**src/rtl/relaxed_pkg.sv**
```systemverilog
// Shared types and constants for the relaxed delay responder.
package relaxed_pkg;

    typedef enum logic [1:0] {
        IDLE = 2'b00,
        P1   = 2'b01,
        P2   = 2'b10,
        P12  = 2'b11
    } state_e;

    localparam logic LAT_1 = 1'b0;
    localparam logic LAT_2 = 1'b1;

endpackage

```
**src/rtl/evt_counter.sv**
```systemverilog
// Wrapping event counter with synchronous active-high clear.
module evt_counter #(
    parameter int unsigned CNT_W = 16
) (
    input  logic             clk,
    input  logic             rst,
    input  logic             en,
    output logic [CNT_W-1:0] cnt
);

    always_ff @(posedge clk) begin
        if (rst) begin
            cnt <= '0;
        end else if (en) begin
            cnt <= cnt + CNT_W'(1);
        end
    end

endmodule

```
**src/rtl/relaxed_delay_responder.sv**
```systemverilog
// Acknowledges every request within one or two cycles; hold or a 2-cycle preference
// defers a 1-cycle ack, but an age-2 request always forces ack.
module relaxed_delay_responder
    import relaxed_pkg::*;
#(
    parameter int unsigned CNT_W   = 16,
    parameter logic        LAT_DEF = 1'b0
) (
    input  logic             clk,
    input  logic             rst,
    input  logic             req,
    input  logic             hold,
    input  logic             lat_wr,
    input  logic             lat_in,
    output logic             ack,
    output state_e           state,
    output logic [CNT_W-1:0] req_cnt,
    output logic [CNT_W-1:0] ack_cnt,
    output logic [CNT_W-1:0] late_cnt
);

    logic p1_q;
    logic p2_q;
    logic lat_sel_q;
    logic req_en;
    logic late_en;

    // One ack serves every outstanding request; a same-cycle req only lands in p1.
    always_comb begin
        ack = ~rst & (p2_q | (p1_q & ~hold & (lat_sel_q == LAT_1)));
    end

    always_ff @(posedge clk) begin
        if (rst) begin
            p1_q      <= 1'b0;
            p2_q      <= 1'b0;
            lat_sel_q <= LAT_DEF;
        end else begin
            p1_q <= req;
            p2_q <= p1_q & ~ack;
            if (lat_wr) begin
                lat_sel_q <= lat_in;
            end
        end
    end

    assign state   = state_e'({p2_q, p1_q});
    assign req_en  = req & ~rst;
    assign late_en = ack & p2_q;

    evt_counter #(
        .CNT_W(CNT_W)
    ) u_req_cnt (
        .clk(clk),
        .rst(rst),
        .en (req_en),
        .cnt(req_cnt)
    );

    evt_counter #(
        .CNT_W(CNT_W)
    ) u_ack_cnt (
        .clk(clk),
        .rst(rst),
        .en (ack),
        .cnt(ack_cnt)
    );

    evt_counter #(
        .CNT_W(CNT_W)
    ) u_late_cnt (
        .clk(clk),
        .rst(rst),
        .en (late_en),
        .cnt(late_cnt)
    );

endmodule

```
**config.mk**
```make
export PLATFORM = sky130hd
export DESIGN_NAME = relaxed_delay_responder
export DESIGN_NICKNAME = d
export VERILOG_FILES = /design/src/rtl/relaxed_pkg.sv /design/src/rtl/evt_counter.sv /design/src/rtl/relaxed_delay_responder.sv
export SDC_FILE = /design/constraint.sdc
export NUM_CORES = 1
export LEC_CHECK = 0
export ABC_AREA = 0
export BUFFER_PORTS_ARGS = -buffer_cell sky130_fd_sc_hd__buf_2
export CORE_MARGIN = 2
export CORE_UTILIZATION = 50
export CTS_BUF_LIST = sky130_fd_sc_hd__clkbuf_8
export CTS_CLUSTER_SIZE = 30
export DETAILED_ROUTE_END_ITERATION = 8
export GPL_TIMING_DRIVEN = 0
export PLACE_DENSITY = 0.78
export SETUP_SLACK_MARGIN = 0.5
export SLEW_MARGIN = 0
export SYNTH_ARGS = -nofsm -noshare
export SYNTH_HDL_FRONTEND = slang
export SYNTH_SLANG_ARGS = --single-unit
```
**constraint.sdc**
```tcl
create_clock -name clk -period 1.5 [get_ports clk]
set_input_delay 0.075 -clock clk [delete_from_list [all_inputs] [get_ports clk]]
set_output_delay 0.075 -clock clk [all_outputs]
set_load 0.05 [all_outputs]
```
== Yosys cells after proc, flatten, opt, wreduce, memory -nomap -nowiden ==
Index checks and enable logic that the tools add are counted.

* Bits of input ports: 6
* Register bits: 51
* Word-level logic and storage cells: 20
* Output and inout bits: 51

* Bitwise operators: 11
* Add/sub/neg operators: 3

{| class="wikitable"
|+ Operator list
! kind !! count
|-
| 16-bit by 1-bit adder with 16-bit output (second input constant) || 3
|-
| 1-bit bitwise AND || 6
|-
| 1-bit NOT || 4
|-
| 1-bit bitwise OR || 1
|}

== Depth between registers and ports, before layout ==
* Word-level depth: 7
* Mapped depth: 5

== Modules after synthesis ==
A second synthesis with hierarchy kept.

* Cell total of the unflattened synthesis: 263
* Area total of the unflattened synthesis: 2417.3 um^2

{| class="wikitable"
|+ By module, submodules not included
! module !! area each (um^2) !! cells an instance !! sequential area each (um^2) !! instances
|-
| evt_counter || 757.0 || 83 || 320.3 || 3
|-
| relaxed_delay_responder || 146.4 || 14 || 60.1 || 1
|}

== Worst setup path after synthesis ==
Ideal clock, no wire load.

* Path type: reg-to-reg
* Start point: register u_req_cnt.cnt[2]
* End point: register u_req_cnt.cnt[13]
* Stages on the path, launching flop included: 5
* Data required time: 1.377 ns
* Arrival: 1.777 ns
* Path slack: -0.400 ns
* Cell sequence: dfxtp_1 > nand3_1 > nor4_2 > nand3_1 > mux2_1

* Cells in the longest elaborated chain, start to end: 1

{| class="wikitable"
|+ RTL lines
! what !! RTL line !! source
|-
| start, declared || evt_counter.sv:8 || <nowiki>output logic [CNT_W-1:0] cnt</nowiki>
|-
| start signal, assigned || evt_counter.sv:15 || <nowiki>cnt <= cnt + CNT_W'(1);</nowiki>
|-
| 16-bit by 1-bit adder with 16-bit output || evt_counter.sv:15 ||
|}

Every way passes these cells.
A chain may end at the register's enable or synchronous reset.

== Worst setup path after layout ==
* Start point: register p1_q
* End point: register u_ack_cnt.cnt[9]

* Cells in the longest elaborated chain, start to end: 4

{| class="wikitable"
|+ RTL lines
! what !! RTL line !! source
|-
| start, declared || relaxed_delay_responder.sv:22 || <nowiki>logic p1_q;</nowiki>
|-
| start signal, assigned || relaxed_delay_responder.sv:39 || <nowiki>p1_q <= req;</nowiki>
|-
| 1-bit bitwise AND (2 in series) || relaxed_delay_responder.sv:30 || <nowiki>ack = ~rst & (p2_q | (p1_q & ~hold & (lat_sel_q == LAT_1)));</nowiki>
|-
| 1-bit bitwise OR || relaxed_delay_responder.sv:30 ||
|-
| 1-bit bitwise AND || relaxed_delay_responder.sv:30 ||
|-
| end signal, assigned || evt_counter.sv:15 ||
|-
| end, declared || evt_counter.sv:8 ||
|}

Every way passes these cells.

==> impl_metrics.json <==
{
  "worstPathArrival_ns": 2.00,
  "rsz0062_at_grt": "true",
  "diodes": 0,
  "r2r_slack_ns": -0.26,
  "placeableCoreArea_um2": 4410,
  "tightest_slew_ns": 0.514,
  "drive_gt1_share_pct": 62.8,
  "htreeDepth": 2,
  "gp_congestion": 0.765,
  "root_buffer": "clkbuf_8",
  "ctsHoldBuffers": 0,
  "grt_pass1_wl_mm": 11.2,
  "startpoint_type": "flip-flop",
  "syn_nets": 260,
  "min_period_ns": 1.76,
  "ant_nets": 0,
  "place_inst": 359,
  "dr_total_vias": 2839,
  "critPathSlowestCell": "or3b_4",
  "io_pins": 57,
  "critPathMaxFanout": 4,
  "viasPerCell": 6.66,
  "placed_area_um2": 2990,
  "hp-start": "lat_in",
  "hold_viol_final": 0,
  "ys_ff_latch": 51,
  "slew-limit-headroom_pct": 65.7,
  "ir_drop_uv": 603,
  "fin_nets": 382,
  "synthDistinctLibCells": 42,
  "rr_worst_depth": 6,
  "reg2reg_from": "p1_q",
  "die_y_um": 72.2,
  "crit-reg2reg-capture": "u_ack_cnt.cnt[9]",
  "hold-worst-slack_ns": 0.0965,
  "drtPass1Iterations": 5,
  "num_rows": 24,
  "synth_area_per_cell_um2": 9.27,
  "cp_cell_sequence": "or3b_4 -> a211oi_4 -> buf_4 -> buf_6 -> nand3b_1 -> a21oi_1",
  "antenna_found_initial": 0,
  "crit_type": "reg -> reg",
  "synth_edf_count": 0,
  "worstHoldEndpoint": "lat_sel_q",
  "grt_overflow": 0,
  "die_area_um2": 5210,
  "status": "finished with violations",
  "yosys-top-cells-area": "dfxtp_1 44%, xor2_1 7.9%, nor2_1 6.0%",
  "final_cell_mix": "56 x buf_6, 35 x nor2_1, 35 x buf_4, 35 x dfxtp_4, 22 x buf_8",
  "post-route-period-util_pct": 118,
  "start_util_pct": 52.7,
  "synth-async-reset-ratio_pct": 0,
  "mostFrequentLayoutCell": "buf_6",
  "initialDrtViolationCount": 298,
  "syn_area_um2": 2330,
  "finalPower_mw": 2.50,
  "yosysSeqAreaShare_pct": 43.9,
  "tns_ns": -1.27,
  "post-dp-hpwl_mm": 3.76,
  "violations": "negative setup slack",
  "critical_path.max_stage_delay_ns": 0.43,
  "grt_max_degree": 16,
  "hold_path.class": "in -> reg",
  "fin_cells": 426,
  "fmax_mhz": 567,
  "grt_pass1_vias": 2312,
  "endpoint_kind": "flip-flop",
  "port_buffers": 56,
  "setup_slack_ns": -0.263,
  "setup_viol": 13,
  "power_density_nw_per_um2": 584,
  "fin_area_um2": 4280,
  "syn2layout_area_growth_pct": 84.0,
  "maxCapViolations": 0,
  "cts_sinks": 51,
  "yosysTopAreaCellShare_pct": 43.9,
  "synth_flop_cell": "dfxtp_1",
  "routed_wirelength_mm": 11.5,
  "routedWlPerCell_um": 27.0,
  "cts_buffers": 5,
  "maxSlewViolCount": 0,
  "yosys_warnings": 0,
  "static-leakage-power_nw": 1.74,
  "cp_data_required_time_ns": 1.74,
  "remaining_drc_errors": 0,
  "die_x_um": 72.2,
  "yosysTopAreaCell": "dfxtp_1",
  "grt_use_total_pct": 27.3,
  "fin_worst_skew_ns": 0.0128,
  "clk_pin_slew_worst_paths_ns": 0.10,
  "clock_latency_ns": 0.33,
  "synthCells": 251,
  "holdPathStages": 3,
  "cts_tree": "built",
  "clk_path_buf_depth": 2
}
[flip-flops by register name, summed over array words and instances (netlist names)]
name / cells
lat_sel_q: 1
u_req_cnt.cnt: 16
u_late_cnt.cnt: 16
u_ack_cnt.cnt: 16
p2_q: 1
p1_q: 1
[final cells by class]
cell class / instances / area, um2
multi-input cells: 185 / 1650
repair buffers: 115 / 1210
flip-flops and latches: 51 / 1170
fillers: 77 / 135
plain buffers: 10 / 76.3
clock buffers: 5 / 68.8
well taps: 52 / 65.1
inverters: 5 / 18.8
clock inverters: 3 / 15.0
[logic make-up after synthesis]
logic type	count (synthesis)	share of synthesized area, %
AO/OA/AOI/OAI	33	10.5
XOR/XNOR	29	10.9
adder cells (fa/ha/maj)	3	1.61
buffers and inverters	15	2.80
flip-flops	51	43.9
multiplexers	8	3.77
AND/OR/NAND/NOR	112	26.5
[worst max path at each step]
stage	from	endpoint	slack [ns]
2_1_floorplan	p1_q	u_ack_cnt.cnt[15]	-0.01
3_3_place_gp	p1_q	u_ack_cnt.cnt[15]	-0.08
3_5_place_dp	p1_q	u_ack_cnt.cnt[12]	-0.1
4_1_cts	p1_q	u_ack_cnt.cnt[15]	-0.09
5_1_grt	p1_q	u_ack_cnt.cnt[9]	-0.31
6_report	p1_q	u_ack_cnt.cnt[9]	-0.26
[synthesized netlist by cell type, types with 3 or more instances]
cell and n:
inv_1 5, nand3_1 14, mux2i_1 5, a21oi_1 9, dfxtp_1 51, nor2_1 37
and4_1 6, o41ai_1 3, nor2b_1 5, xor2_1 21, or3_1 6, and3_1 6
ha_1 3, nor3_1 3, clkbuf_1 6, xnor2_1 8, o211ai_1 3, and2_1 3
o311ai_0 3, o21ai_0 8, nand2_1 12, nand4_1 10
[metrics by stage]
step                      setup slack (ns)  util, %
final                               -0.263     96.9
after global routing                -0.311     96.9
after CTS                          -0.0939     86.5
after detailed placement           -0.0954     67.8
after global placement             -0.0756     67.8
after floorplan                    -0.0123        -
[what timing repair did]
item | in CTS | in global routing
gates resized for setup | 133 | 70
endpoints found under the setup margin | 95 | 76
setup buffers | 38 | 21
pin swaps | 42 | 37
endpoints found under the hold margin | 0 | 0
[worst max-delay path, delay by kind of cell (launching register included)]
family / cells / cell delay (ns)
and+or+nand+nor: 2 / 0.54
DFF: 1 / 0.38
buffers and inverters: 2 / 0.27
AOI/OAI and AO/OA: 2 / 0.50
[report_power, final]
part	leakage, nW	switching [mW]	internal (mW)
sequential	0.446	0.0327	1.32
clock	0.0496	0.504	0.322
combinational	1.24	0.185	0.142
total	1.74	0.721	1.78
[metal layers]
layer  global-route usage [%]  vias up  wire, um
met1                     33.7     1351      3910
li1                         -     1150         -
met4                     7.13        0       858
met2                     48.5      253      5600
met5                        0        -         0
met3                     5.42       85      1150
No activity file was read; power rests on OpenSTA's default activity.
